$ cat config.mk
export PLATFORM = sky130hd
export DESIGN_NAME = ball_centroid
export DESIGN_NICKNAME = d
export VERILOG_FILES = /design/src/rtl/ball_centroid.sv
export SDC_FILE = /design/constraint.sdc
export NUM_CORES = 1
export LEC_CHECK = 0
export BUFFER_PORTS_ARGS = -buffer_cell sky130_fd_sc_hd__buf_2
export CAP_MARGIN = 10
export CELL_PAD_IN_SITES_DETAIL_PLACEMENT = 1
export CELL_PAD_IN_SITES_GLOBAL_PLACEMENT = 1
export CORE_UTILIZATION = 43
export DETAILED_ROUTE_END_ITERATION = 10
export PLACE_DENSITY_LB_ADDON = 0.1
export SYNTH_ARGS = -nofsm -noshare
export SYNTH_HDL_FRONTEND = slang
export SYNTH_SLANG_ARGS = --single-unit
$ cat constraint.sdc
create_clock -name PClk -period 2.9 [get_ports PClk]
set_clock_uncertainty 0.15 [all_clocks]
set_input_delay 0.58 -clock PClk [delete_from_list [all_inputs] [get_ports PClk]]
set_output_delay 0.58 -clock PClk [all_outputs]
set_load 0.02 [all_outputs]
$ cat src/rtl/ball_centroid.sv
// Per-frame centroid of binary-detected pixels in the active window.
// Coordinate sums are divided by the pixel count with a bit-serial restoring divider.
module ball_centroid #(
    parameter int H_ACTIVE   = 320,
    parameter int V_ACTIVE   = 240,
    parameter int MIN_PIXELS = 16,
    parameter int CNT_W      = 17,
    parameter int SUM_W      = 26
) (
    input  logic             PClk,
    input  logic             PRst_n,
    input  logic             Binary_in,
    input  logic [11:0]      VtcHCnt,
    input  logic [10:0]      VtcVCnt,
    output logic [11:0]      center_h,
    output logic [10:0]      center_v,
    output logic             center_valid,
    output logic             ball_found,
    output logic [CNT_W-1:0] pixel_count
);

    localparam int          IT_W  = $clog2(SUM_W);
    localparam logic [11:0] H_LIM = 12'(H_ACTIVE);
    localparam logic [10:0] V_END = 11'(V_ACTIVE);

    typedef enum logic [1:0] {S_ACCUM, S_DIVIDE, S_UPDATE} state_t;

    state_t            state, state_n;
    logic              vend_q;
    logic [CNT_W-1:0]  cnt_acc;
    logic [SUM_W-1:0]  sumx_acc, sumy_acc;
    logic [CNT_W-1:0]  dsr;
    logic [CNT_W-1:0]  rem_x, rem_y;
    logic [SUM_W-1:0]  quo_x, quo_y;
    logic [IT_W-1:0]   iter;
    logic              div_ok;
    logic              frame_end, active, min_ok;
    logic              load, step, upd;

    // One restoring step: shift the next dividend bit into the remainder and
    // feed the quotient bit back into the freed LSB of the dividend register.
    function automatic logic [CNT_W+SUM_W-1:0] div_step(
        input logic [CNT_W-1:0] rem,
        input logic [SUM_W-1:0] dvd,
        input logic [CNT_W-1:0] div
    );
        logic [CNT_W:0] trial;
        logic [CNT_W:0] diff;
        trial = {rem, dvd[SUM_W-1]};
        diff  = trial - {1'b0, div};
        if (trial >= {1'b0, div})
            return {diff[CNT_W-1:0], dvd[SUM_W-2:0], 1'b1};
        else
            return {trial[CNT_W-1:0], dvd[SUM_W-2:0], 1'b0};
    endfunction

    function automatic logic [11:0] sat_h(input logic [SUM_W-1:0] q);
        if (q > SUM_W'(H_ACTIVE - 1)) return 12'(H_ACTIVE - 1);
        else return q[11:0];
    endfunction

    function automatic logic [10:0] sat_v(input logic [SUM_W-1:0] q);
        if (q > SUM_W'(V_ACTIVE - 1)) return 11'(V_ACTIVE - 1);
        else return q[10:0];
    endfunction

    assign frame_end = (VtcVCnt == V_END) && !vend_q;
    assign active    = (VtcHCnt < H_LIM) && (VtcVCnt < V_END);
    assign min_ok    = (cnt_acc >= CNT_W'(MIN_PIXELS));

    always_comb begin
        state_n = state;
        load    = 1'b0;
        step    = 1'b0;
        upd     = 1'b0;
        case (state)
            S_ACCUM: begin
                if (frame_end) begin
                    load    = 1'b1;
                    state_n = min_ok ? S_DIVIDE : S_UPDATE;
                end
            end
            S_DIVIDE: begin
                step = 1'b1;
                if (iter == IT_W'(SUM_W - 1)) state_n = S_UPDATE;
            end
            S_UPDATE: begin
                upd     = 1'b1;
                state_n = S_ACCUM;
            end
            default: state_n = S_ACCUM;
        endcase
    end

    always_ff @(posedge PClk) begin
        if (!PRst_n) begin
            state        <= S_ACCUM;
            vend_q       <= 1'b1;
            cnt_acc      <= '0;
            sumx_acc     <= '0;
            sumy_acc     <= '0;
            iter         <= '0;
            div_ok       <= 1'b0;
            center_h     <= 12'(H_ACTIVE / 2);
            center_v     <= 11'(V_ACTIVE / 2);
            center_valid <= 1'b0;
            ball_found   <= 1'b0;
            pixel_count  <= '0;
        end else begin
            state        <= state_n;
            vend_q       <= (VtcVCnt == V_END);
            center_valid <= 1'b0;
            // Accumulators clear on every frame end, even one dropped while busy.
            if (frame_end) begin
                cnt_acc  <= '0;
                sumx_acc <= '0;
                sumy_acc <= '0;
            end else if (active && Binary_in) begin
                cnt_acc  <= cnt_acc + 1'b1;
                sumx_acc <= sumx_acc + SUM_W'(VtcHCnt);
                sumy_acc <= sumy_acc + SUM_W'(VtcVCnt);
            end
            if (load) begin
                pixel_count <= cnt_acc;
                div_ok      <= min_ok;
                iter        <= '0;
            end
            if (step) iter <= iter + 1'b1;
            if (upd) begin
                if (div_ok) begin
                    center_h     <= sat_h(quo_x);
                    center_v     <= sat_v(quo_y);
                    ball_found   <= 1'b1;
                    center_valid <= 1'b1;
                end else begin
                    ball_found <= 1'b0;
                end
            end
        end
    end

    // Divider datapath: loaded on frame end, one quotient bit per DIVIDE cycle.
    always_ff @(posedge PClk) begin
        if (load) begin
            dsr   <= cnt_acc;
            quo_x <= sumx_acc;
            quo_y <= sumy_acc;
            rem_x <= '0;
            rem_y <= '0;
        end else if (step) begin
            {rem_x, quo_x} <= div_step(rem_x, quo_x, dsr);
            {rem_y, quo_y} <= div_step(rem_y, quo_y, dsr);
        end
    end

endmodule

Word-level counts from Yosys, hierarchy flattened. Cells that the tools add are included. W data, S select, Z words.

Bits in registers: 223. Output and inout port bits: 42. Word-level logic and storage cells: 66.

$add $sub $neg: 6. $lt $le $gt $ge: 7. Equal/unequal tests: 6. Mux-type cells: 19. Bitwise operators: 1. Reductions and logical operators: 10.

Operator list (number): $mux W26 (4); $mux W43 (2); $ge A18 B17 Y1 (2); $sub A17 B17 Y17 (2); $add A26 B11 Y26 (1); $add A26 B12 Y26 (1); $gt A26 B8 Y1 const B (1); $gt A26 B9 Y1 const B (1); $add A17 B1 Y17 const B (1); $ge A17 B5 Y1 const B (1); $lt A12 B9 Y1 const B (1); $mux W12 (1); $eq A11 B8 Y1 const B (1); $lt A11 B8 Y1 const B (1); $mux W11 (1); $mux W5 (2); $mux W2 (3); $reduce_and A2 Y1 (3); $add A5 B1 Y5 const B (1); $eq A5 B5 Y1 const B (1); $mux W1 (5); $ne A2 B2 Y1 const B (2); $pmux W2 S2 (1); $logic_and A1 B1 Y1 (3); 7 further kinds (7).

Longest topological paths before layout. Gate-level depths: netlist of the first run.

Depth after elaboration: 6. Mapped depth: 12. Mapped depth without buffers: 11.

Worst setup path after synthesis of the first run. OpenSTA, ideal clock, no wires.

Path kind: input port to flip-flop. Start point: in VtcVCnt[1]. End point: reg quo_x[0], data pin. Setup time: 0.324 ns. Data arrival time: 2.627 ns. Data required time: 2.426 ns. Path slack: -0.200 ns. Stages: 4. Buffers on the path: 0. Path through: nor4_1 -> nand4b_1 -> nor3_1 -> o21ai_0.

Cells in the longest elaborated chain, start to end: 5.

RTL lines: start, declared (line 14) `input logic [10:0] VtcVCnt,`; $eq A11 B8 Y1 (line 67) `assign frame_end = (VtcVCnt == V_END) && !vend_q;`; $logic_and A1 B1 Y1 (line 67); $mux W1 (line 78) `if (frame_end) begin`; $mux W1 (line 76) `case (state)`; net load (line 38) `logic load, step, upd;`; $mux W26 (line 144) `if (load) begin`; end signal, assigned (line 146) `quo_x <= sumx_acc;`; end signal, assigned (line 151) `{rem_x, quo_x} <= div_step(rem_x, quo_x, dsr);`; end, declared (line 34) `logic [SUM_W-1:0] quo_x, quo_y;`.

The timed path passes the listed nets, and every way through them passes these cells. A chain may end at the register's enable or synchronous reset.

Final worst setup path of the first run.
Start point: reg dsr[13]. End point: reg rem_y[13].

Cells in the longest elaborated chain, start to end: 2. Elaborated cells between the ends (all ways): 3.

RTL lines: start, declared (line 32) `logic [CNT_W-1:0] dsr;`; start signal, assigned (line 145) `dsr <= cnt_acc;`; $sub A17 B17 Y17 or $ge A18 B17 Y1 (tied branches) (line 50, 51); $mux W43 (*) (line 51) `if (trial >= {1'b0, div})`; end signal, assigned (line 152) `{rem_y, quo_y} <= div_step(rem_y, quo_y, dsr);`; end, declared (line 33) `logic [CNT_W-1:0] rem_x, rem_y;`.

Mark *: on every way between the ends. The rest lies on a longest branch, timed or not.

==> results of run 1 <==
-- worst reg2reg max path: stages, from the launching register on --
cell,delay [ns]
edfxtp_1,0.32
inv_1,0.09
ha_2,0.39
nand2_2,0.09
or3_1,0.43
o41ai_4,0.41
a211oi_2,0.14
buf_4,0.17
buf_4,0.15
a32oi_1,0.24
o31ai_1,0.10
-- power groups by stage --
stage	clock network (mW)	logic (mW)	registers, mW
finish	3.32	1.02	3.37
global route	3.52	1.12	3.38
CTS	3.39	0.945	3.37
detailed placement	0	0.918	3.44
global placement	0	0.892	3.43
floorplan	0	0.675	3.41
-- sequential cells by signal, indices dropped and copies added, names as in the netlist --
| signal | cells |
|---|---|
| rem_y | 17 |
| center_h | 12 |
| dsr | 17 |
| center_valid | 1 |
| rem_x | 17 |
| sumy_acc | 26 |
| vend_q | 1 |
| ball_found | 1 |
| iter | 5 |
| div_ok | 1 |
| cnt_acc | 17 |
| quo_y | 26 |
| sumx_acc | 26 |
| pixel_count | 17 |
| state | 2 |
| quo_x | 26 |
| center_v | 11 |
-- stage by stage --
step	cells	setup TNS, ns	setup WS (ns)
final	1797	0	0.05858
after global routing	1797	-0.2888	-0.05994
after CTS	1786	0	0.02048
after detailed placement	1737	-0.2203	-0.04746
after global placement	1737	-0.01876	-0.009737
after floorplan	1340	0	0.1448
-- repair_timing --
item | 4_1_cts | 5_1_grt
endpoints found under the setup margin | 2 | 39
pin swaps | 1 | 11
hold buffers | 0 | 0
setup buffers | 1 | 8
resized for setup | 3 | 16
cloned | 0 | 3
-- placed cells by master (no fill, tap or decap), types with 5 or more instances in the layout --
cell type / count
a211oi_1: 12
a21o_1: 22
a21oi_1: 84
a31oi_1: 8
a32oi_1: 10
and3_1: 25
buf_12: 6
buf_2: 68
buf_4: 58
clkbuf_1: 5
clkbuf_16: 28
clkbuf_8: 5
clkinv_2: 5
dfxtp_1: 153
edfxtp_1: 69
ha_1: 59
inv_1: 47
mux2i_1: 9
nand2_1: 280
nand2b_1: 10
nand3_1: 62
nand4_1: 22
nor2_1: 91
nor2b_1: 9
nor3_1: 20
nor4_1: 16
o211ai_1: 7
o21a_1: 14
o21ai_0: 61
o21bai_1: 5
o221a_2: 10
o22ai_1: 5
o31ai_1: 5
or3_1: 5
or4_1: 7
xnor2_1: 37
xor2_1: 36
-- cell families (layout without fill, tap and decap cells) --
family                   count (synthesis)  in the layout  share of synthesized area, %
buffers and inverters                  109            231                         3.756
adder cells (fa/ha/maj)                 65             65                         7.233
XOR/XNOR                                73             73                         5.483
AND/OR/NAND/NOR                        575            575                         22.63
AO/OA/AOI/OAI                          286            286                         15.91
flip-flops                             223            223                         44.21
multiplexers                             9              9                        0.7726
-- layout make-up --
type	count	area, µm²	share of cell area [%]
clock buffers	37	763.2	5.561
clock inverters	11	108.9	0.7931
inverters	48	183.9	1.340
multi-input cells	1008	6153	44.84
flip-flops and latches	223	5156	37.57
well taps	335	419.2	3.054
repair buffers	135	939.7	6.847
-- layer usage --
layer | up-vias | GRT usage (%)
li1 | 4985 | -
met1 | 4998 | 30.52
met2 | 146 | 43.81
met3 | 63 | 2.780
met4 | 0 | 7.729
met5 | - | 0
-- worst min path at each step --
| stage | endpoint | slack [ns] |
|---|---|---|
| floorplan | dsr[5] | 0.25 |
| global placement | pixel_count[7] | 0.29 |
| detailed placement | pixel_count[8] | 0.29 |
| CTS | sumx_acc[0] | 0.30 |
| global route | pixel_count[10] | 0.32 |
| finish | pixel_count[9] | 0.30 |
==> results.md, run 1 <==
* RSZ-0062 raised after global routing: true
* WP data required at 3.13 ns
* Critical Path Max Stage Delay at 0.43 ns
* WL per Instance at 18.88 µm
* Total GRT Usage at roughly a quarter
* Worst reg2reg path startpoint: dsr[13]
* Area Overhead vs Synth at 17.71%
* Maximum vdd drop at 0.4022 mV
* Initial Utilization at between 40% and 50%
* Tmin final at 2.841 ns
* Clock Sinks at 223
* Global-route wire length before repair at between 50,000 and 60,000 µm
* Final Instance Area at 13,720 µm²
* Post-synth cell types at between 60 and 70
* Warning count from the yosys run at 0
* Crit-path most repeated cell: buf_4
* Outcome: finished, final reports clean
* Area after DPL at 12,680 µm²
* Final setup fails at 0
* Initial antenna violation count at 0
* WS Path Type: reg2reg
* Net Sw Power at about 2.0 mW
* CP startpoint kind: flip-flop
* Synth Cell Area at 11,660 µm²
* Fmax at 351.9 MHz
* Sw Ratio at 25.68%
* Worst rel slew slack at between 20% and 30%
* Leakage at 5.810 nW
* FFs w/ async S/R, synth at 0%
* Cell accounting for the most synthesized area: dfxtp_1
* Metal-1 WL at 15,170 µm
* Number of synthesized flops with an enable pin at 69
* Primary FF master, synth: dfxtp_1
* Total power draw at 7.713 mW
* Worst Setup SP: dsr[13]
* Main area contributors after synthesis: dfxtp_1, edfxtp_1, nand2_1
* Clock root cell: clkbuf_16
* Worst-path clk slew at 0.07 ns
* CP Cell Sequence: inv_1 > ha_2 > nand2_2 > or3_1 > o41ai_4 > a211oi_2 > buf_4 > buf_4 > a32oi_1 > o31ai_1
* Number of H-tree levels at 1
* WP buf/inv at 3
* Core box area at 26,350 µm²
* Type of the tightest min-delay check: reg2reg
* DR pass1 iterations at 5
* Drt total wl at 33,920 µm
* Crit end category: flip-flop
* Sequential area share after synthesis at 44.21%
* Post-Synthesis Cells at 1,340
* Max Buffers Root-to-Sink at 3
* ANT nets after route at 0
* Worst path arrival time at 3.07 ns
* Largest net degree at the start of global routing at 48
* Layout cells sized above 1 at 15.05%
* Count leader, synth: nand2_1
* Vias in the first global route at 10,590
* Sequential share of power at 43.7%
* Avg Cell Area, Syn at 8.701 µm²
* Instance count on the critical path at 10
* DR iter-0 viols at 505
* Gr ovfl total at 0
* Port Buffers at 67
* Hold Path Origin: pixel_count[9]
* Crit path to: rem_y[13]
* Avg Vias per Cell at 5.672
* Clk_lat worst skew at 0.53 ns
* Estimated wirelength of the detail-placed design at 24,500 µm
* Slowest CP cell: or3_1
* Post-synth top cells: nand2_1, dfxtp_1, nor2_1
* RR Endpoint: rem_y[13]
* I/O pin cnt at 68
* Antenna diodes at 0
* Final hold vios at 0
* # DRC at 0
* PD cells at 562.0 nW/µm²
* Max cap viols at 0
* Hold_ws at 0.2955 ns
* Yosys reg bits at roughly 220
* Internal at 5.732 mW
* Cell row count at 59
* Core Util, Final at 52.08%
* Routed length on met2 at roughly 17,000 µm
* Internal reg-to-reg setup slack at just under 0.06 ns
* Worst slew pin tran at 1.186 ns
* FF-to-FF path depth at 10
* Hold Path Cell Cnt at 2
* Crit Path Max Fanout at 5
* Met3 wire len at 828 µm
* Vias at 10,190
* Die Area at 27,780 µm²
* CTS Buf Count at 26
* Ratio of final minimum period to clock period at 97.98%
* Die W at 166.7 µm
* GPL Wtd Cong at roughly 0.89
* Crit-path leading delay family: compound AO/OA/AOI/OAI gates
* CTS tree: done
* Mapped Nets at 1,431
* Top-area cell type share of the netlist area at 26.44%
* Gate power share at 13.2%
* Clock share of power at 43.1%
* DIE HEIGHT at 166.7 µm
* FILL cells at 3,112
* Top routing layer used: met4
* Final net count at 1,533
* Final Max Slew Viols at 0
Note: power is estimated with default switching activity, not from simulation.
==> run 2: changes to the inputs <==
--- a/config.mk
+++ b/config.mk
@@ -10,6 +10,7 @@
 export CELL_PAD_IN_SITES_DETAIL_PLACEMENT = 1
 export CELL_PAD_IN_SITES_GLOBAL_PLACEMENT = 1
 export CORE_UTILIZATION = 43
+export CTS_CLUSTER_SIZE = 10
 export DETAILED_ROUTE_END_ITERATION = 10
 export PLACE_DENSITY_LB_ADDON = 0.1
 export SYNTH_ARGS = -nofsm -noshare
==> constraint.sdc (replaced) <==
create_clock -name PClk -period 2.9 [get_ports PClk]
set_clock_uncertainty 0.15 [all_clocks]
set_input_delay 0.145 -clock PClk [delete_from_list [all_inputs] [get_ports PClk]]
set_output_delay 0.145 -clock PClk [all_outputs]
set_load 0.02 [all_outputs]
==> run 2 against run 1 <==
Net effect:
- via count is 2.0% lower
- clock-buffer cell count is 9 higher
- clock power is 6.0% lower
- largest cell class unchanged
- largest power group unchanged
- highest routed layer unchanged
==> results.md, run 2 (synthesized netlist as in run 1, its figures left out) <==
* Vias in the first global route at just over 10,000
* Total power draw at 7.446 mW
* Antenna diodes at 0
* Post-Route Setup TNS at 0 ns
* Worst-path clk slew at 0.06 ns
* Final hold vios at 0
* Leakage at 5.709 nW
* FF+latch area at 5155 µm²
* Clock Sinks at 223
* Area after DPL at about 13,000 µm²
* Setup ws final at ~0.15 ns
* Slowest CP cell: or4b_4
* Crit Path Max Fanout at 4
* WP buf/inv at 1
* Worst reg2reg path startpoint: sumx_acc[0]
* CP startpoint kind: flip-flop
* Crit path to: sumx_acc[20]
* PD cells at 549.3 nW/µm²
* Die Area at 27,780 µm²
* Estimated wirelength of the detail-placed design at between 20,000 and 25,000 µm
* Internal at around 5.5 mW
* Avg Vias per Cell at 5.589
* Critical Path Max Stage Delay at 0.52 ns
* I/O pin cnt at 68
* Max cap viols at 0
* Gr ovfl total at 0
* Port Buffers at between 60 and 70
* Worst rel slew slack at 27.16%
* Crit end category: flip-flop
* Sw Ratio at 25.51%
* ANT nets after route at 0
* WP data required at between 3 and 4 ns
* Final Instance Area at 13,560 µm²
* Final setup fails at 0
* Vias at 9,987
* Area Overhead vs Synth at 16.27%
* Instance count on the critical path at 10
* # DRC at 0
* Initial antenna violation count at 0
* Global-route wire length before repair at 53,050 µm
* RR Endpoint: sumx_acc[20]
* Cell row count at 59
* DR pass1 iterations at 4
* GPL Wtd Cong at just under 0.9
* CTS tree: done
* Crit-path leading delay family: simple AND/OR/NAND/NOR gates
* Leading cell type in the layout, fill and taps excluded: nand2_1
* WS Path Type: reg2reg
* Sequential share of power at 45.3%
* RSZ-0062 raised after global routing: false
* Gate power share at 12.9%
* Worst slew pin tran at ~1.1 ns
* DIE HEIGHT at 166.7 µm
* DR iter-0 viols at 522
* Final Max Slew Viols at 0
* Multi-input gate area at 6133 µm²
* Internal reg-to-reg setup slack at roughly 0.15 ns
* Largest net degree at the start of global routing at 57
* Maximum vdd drop at 0.3795 mV
* Placement Setup Slack at 0.08649 ns
* Clk_lat worst skew at 0.52 ns
* Layout cells sized above 1 at 13.09%
* Fmax at 363.3 MHz
* Clock share of power at 41.9%
* Clock root cell: clkbuf_16
* CP Cell Sequence: ha_1 > inv_1 > fa_1 > nor2b_2 > o2111ai_1 > and3_1 > or4b_4 > a21oi_1 > xnor2_1 > nor2_1
* Ratio of final minimum period to clock period at 94.93%
* Final net count at about 1,500
* Number of H-tree levels at 1
* Tmin final at 2.753 ns
* Worst path arrival time at 3.01 ns
* CTS Buf Count at 27
* Total GRT Usage at 23.28%
* Most frequent cells in the layout: nand2_1, dfxtp_1, nor2_1
* Max Buffers Root-to-Sink at 3
* Hold_ws at 0.02649 ns
* Drt total wl at about 32,000 µm
* FILL cells at 3,132
* Core box area at between 20,000 and 30,000 µm²
* FF-to-FF path depth at 10
* Net Sw Power at 1.899 mW
* Type of the tightest min-delay check: in2reg
* Worst Setup SP: sumx_acc[0]
* Outcome: finished, final reports clean
* Initial Utilization at 44.24%
* WL per Instance at 18.07 µm
* Die W at 166.7 µm
run 2: metrics by stage:
step	utilization, %	instances
6_report	51.44	1787
5_1_grt	51.44	1787
4_1_cts	51.20	1785
3_5_place_dp	47.79	1728
3_3_place_gp	47.79	1728
2_1_floorplan	-	1340
run 2: tightest hold or removal path, cell delays in order:
cell and delay [ns]:
buf_2 0.11, ha_1 0.17, a21oi_1 0.06, mux2i_1 0.12
nand2_1 0.06
run 2: power by group through the flow:
stage	Clock (mW)	Sequential [mW]	Combinational [mW]
CTS	3.19	3.37	0.929
global placement	0	3.43	0.890
finish	3.12	3.37	0.958
floorplan	0	3.41	0.675
detailed placement	0	3.43	0.914
global route	3.32	3.38	1.07
run 2: layout make-up:
class	instances	area share [%]
Tap cell	335	3.092
Timing Repair Buffer	125	6.350
Clock inverter	2	0.07383
Inverter	48	1.329
Multi-Input combinational cell	1008	45.24
Clock buffer	46	5.888
Sequential cell	223	38.02
run 2: worst min path at each step:
stage / start / to / slack, ns / cells past startpoint
finish: VtcVCnt[7] / sumy_acc[8] / 0.03 / 5
global route: VtcHCnt[6] / sumx_acc[6] / 0.05 / 5
CTS: VtcVCnt[7] / sumy_acc[8] / 0.02 / 5
detailed placement: pixel_count[7] / pixel_count[7] / 0.29 / 2
global placement: pixel_count[14] / pixel_count[14] / 0.29 / 2
floorplan: PRst_n / center_h[10] / 0.15 / 1
run 2: metal layers:
| layer | GRT usage [%] | vias to the layer above | routed length [µm] |
|---|---|---|---|
| met3 | 2.495 | 49 | 943 |
| met4 | 6.562 | 0 | 766 |
| li1 | - | 4949 | - |
| met5 | 0 | - | 0 |
| met2 | 41.32 | 136 | 15770 |
| met1 | 29.85 | 4853 | 14820 |
run 2: what timing repair did:
action                                  4_1_cts  5_1_grt
hold buffers                                  9        0
gates resized for setup                       0       14
hold endpoints to repair                     11        0
endpoints found under the setup margin        0       40
setup buffers                                 0        1
==> run 3: changes to the inputs <==
--- a/config.mk
+++ b/config.mk
@@ -9,7 +9,7 @@
 export CAP_MARGIN = 10
 export CELL_PAD_IN_SITES_DETAIL_PLACEMENT = 1
 export CELL_PAD_IN_SITES_GLOBAL_PLACEMENT = 1
-export CORE_UTILIZATION = 43
+export CORE_UTILIZATION = 47
 export CTS_CLUSTER_SIZE = 10
 export DETAILED_ROUTE_END_ITERATION = 10
 export PLACE_DENSITY_LB_ADDON = 0.1
==> constraint.sdc (replaced) <==
create_clock -name PClk -period 2.95 [get_ports PClk]
set_clock_uncertainty 0.15 [all_clocks]
set_input_delay 0.1475 -clock PClk [delete_from_list [all_inputs] [get_ports PClk]]
set_output_delay 0.1475 -clock PClk [all_outputs]
set_load 0.02 [all_outputs]
==> run 3 against run 2 <==
Net effect:
- sequential cell count stayed put
- worst hold slack worse by 0.0081 ns
- global-route usage is 2.9 points higher
- maximum frequency is 1.6% lower
- non-clock buffer count stayed put
- clock power is 3% higher
- highest routed layer unchanged
- register-to-register slack hardly changed
==> results.md, run 3 (synthesized netlist as in run 1, its figures left out) <==
* CP startpoint kind: flip-flop
* Fmax at 357.4 MHz
* Avg Vias per Cell at 5.639
* Final net count at 1,525
* WP buf/inv at 3
* Core box area at 24,320 µm²
* Crit Path Max Fanout at 20
* Met2 Resource Use GR at 45.71%
* PD cells at 549.8 nW/µm²
* Die Area at 25,440 µm²
* Grt peak-use layer: met2
* Clock root cell: clkbuf_16
* Worst slew pin tran at roughly 1.1 ns
* Tmin final at 2.798 ns
* DR pass1 iterations at 5
* Gr ovfl total at 0
* Worst rel slew slack at 26.36%
* Vias in the first global route at 10,310
* Placement Setup Slack at -0.01345 ns
* Largest net degree at the start of global routing at 51
* RR Endpoint: rem_x[2]
* WP data required at 3.18 ns
* Worst Setup SP: quo_x[25]
* Hold Path Origin: VtcVCnt[3]
* Area after DPL at about 13,000 µm²
* CTS Buf Count at 28
* FILL cells at 2,882
* Antenna diodes at 0
* Setup ws final at 0.1519 ns
* Maximum vdd drop at 0.3653 mV
* Worst Hold Path EP: sumy_acc[3]
* Number of H-tree levels at 1
* Initial Utilization at between 40% and 50%
* Clock Sinks at 223
* Layout cells sized above 1 at 13.19%
* Estimated wirelength of the detail-placed design at 23,460 µm
* Die W at 159.5 µm
* Area Overhead vs Synth at 16.83%
* Port Buffers at 67
* Drt total wl at 32,940 µm
* Final Max Slew Viols at 0
* M3 GR Usage at ~3.3%
* Critical Path Max Stage Delay at 0.42 ns
* Crit-path leading delay family: compound AO/OA/AOI/OAI gates
* Total GRT Usage at 26.19%
* Slowest CP cell: edfxtp_1
* Cell row count at between 50 and 60
* Type of the tightest min-delay check: in2reg
* Final Instance Area at 13,620 µm²
* Crit end category: flip-flop
* Worst reg2reg path startpoint: quo_x[25]
* Outcome: finished, final reports clean
* I/O pin cnt at 68
* Met1 Usage GRT at 33.42%
* Leading cell type in the layout, fill and taps excluded: nand2_1
* DIE HEIGHT at 159.5 µm
* Most frequent cells in the layout: nand2_1, dfxtp_1, nor2_1
* Worst path arrival time at 3.03 ns
* Clk_lat worst skew at between 0.5 and 0.6 ns
* Global-route wire length before repair at 53,960 µm
* # DRC at 0
* Ratio of final minimum period to clock period at 94.85%
* CP Cell Sequence: inv_1 > ha_1 > inv_1 > fa_1 > a21o_1 > a221oi_2 > a211oi_2 > o21ai_2 > buf_12 > nor2_1 > a21oi_1 > o21ai_0
* Hold Path Cell Cnt at 5
* WS Path Type: reg2reg
* Vias at 10,040
* GPL Wtd Cong at 0.8642
* Final setup fails at 0
* ANT nets after route at 0
* Worst-path clk slew at 0.06 ns
* Max cap viols at 0
* Final hold vios at 0
* Core Util, Final at 56.01%
* Crit-path most repeated cell: inv_1
* Internal reg-to-reg setup slack at 0.15 ns
* DR iter-0 viols at 571
* FF-to-FF path depth at 12
* Leakage at 5.746 nW
* RSZ-0062 raised after global routing: true
* Max Buffers Root-to-Sink at 3
* CTS tree: done
* Initial antenna violation count at 0
* WL per Instance at between 15 and 20 µm
[run 3: tightest hold or removal path, cell delays in order]
cell	delay, ns
buf_2	0.10
ha_1	0.20
xnor2_1	0.09
nand2_1	0.06
a21oi_1	0.05
[run 3: power breakdown]
part | internal [mW] | leakage [nW] | switching (mW)
registers | 3.23 | 1.86 | 0.0816
logic | 0.416 | 3.46 | 0.551
clock network | 1.92 | 0.421 | 1.29
[run 3: final cells by class]
class	instances	area [µm²]	area share [%]
Sequential cell	223	5155	37.84
Tap cell	324	405.4	2.976
Clock buffer	49	839.6	6.163
Timing Repair Buffer	125	874.6	6.421
Inverter	48	180.2	1.323
Multi-Input combinational cell	1008	6137	45.05
Clock inverter	3	30.03	0.2204
[run 3: routing by layer]
metal / part of all wire [%] / up-vias
met2: 49 / 155
met1: 45 / 4869
li1: - / 4961
met5: 0 / -
met3: 3.1 / 53
met4: 2.6 / 0
[run 3: worst max-delay path by stage]
stage          slack (ns)  cells past startpoint       end
2_1_floorplan        0.22                     10  quo_x[0]
3_3_place_gp         0.15                     12  rem_y[0]
3_5_place_dp        -0.01                     12  rem_y[0]
4_1_cts             0.002                     12  rem_x[2]
5_1_grt            0.0006                     12  rem_x[3]
6_report             0.15                     12  rem_x[2]
[run 3: timing repair]
| item | 4_1_cts | 5_1_grt |
|---|---|---|
| hold buffers | 11 | 0 |
| endpoints found under the setup margin | 1 | 31 |
| gates resized for setup | 2 | 12 |
| pin swaps | 0 | 3 |
| hold endpoints to repair | 37 | 0 |
| setup buffers | 0 | 5 |
| cloned | 0 | 1 |
[run 3: through the flow]
stage / instances / power (mW) / TNS, ns / hold slack (ns)
2_1_floorplan: 1340 / 4.011 / 0 / 0.1500
3_3_place_gp: 1711 / 4.244 / 0 / 0.2853
3_5_place_dp: 1711 / 4.275 / -0.01345 / 0.2957
4_1_cts: 1774 / 7.514 / 0 / 0.002731
5_1_grt: 1780 / 7.812 / 0 / 0.04082
6_report: 1780 / 7.490 / 0 / 0.01839
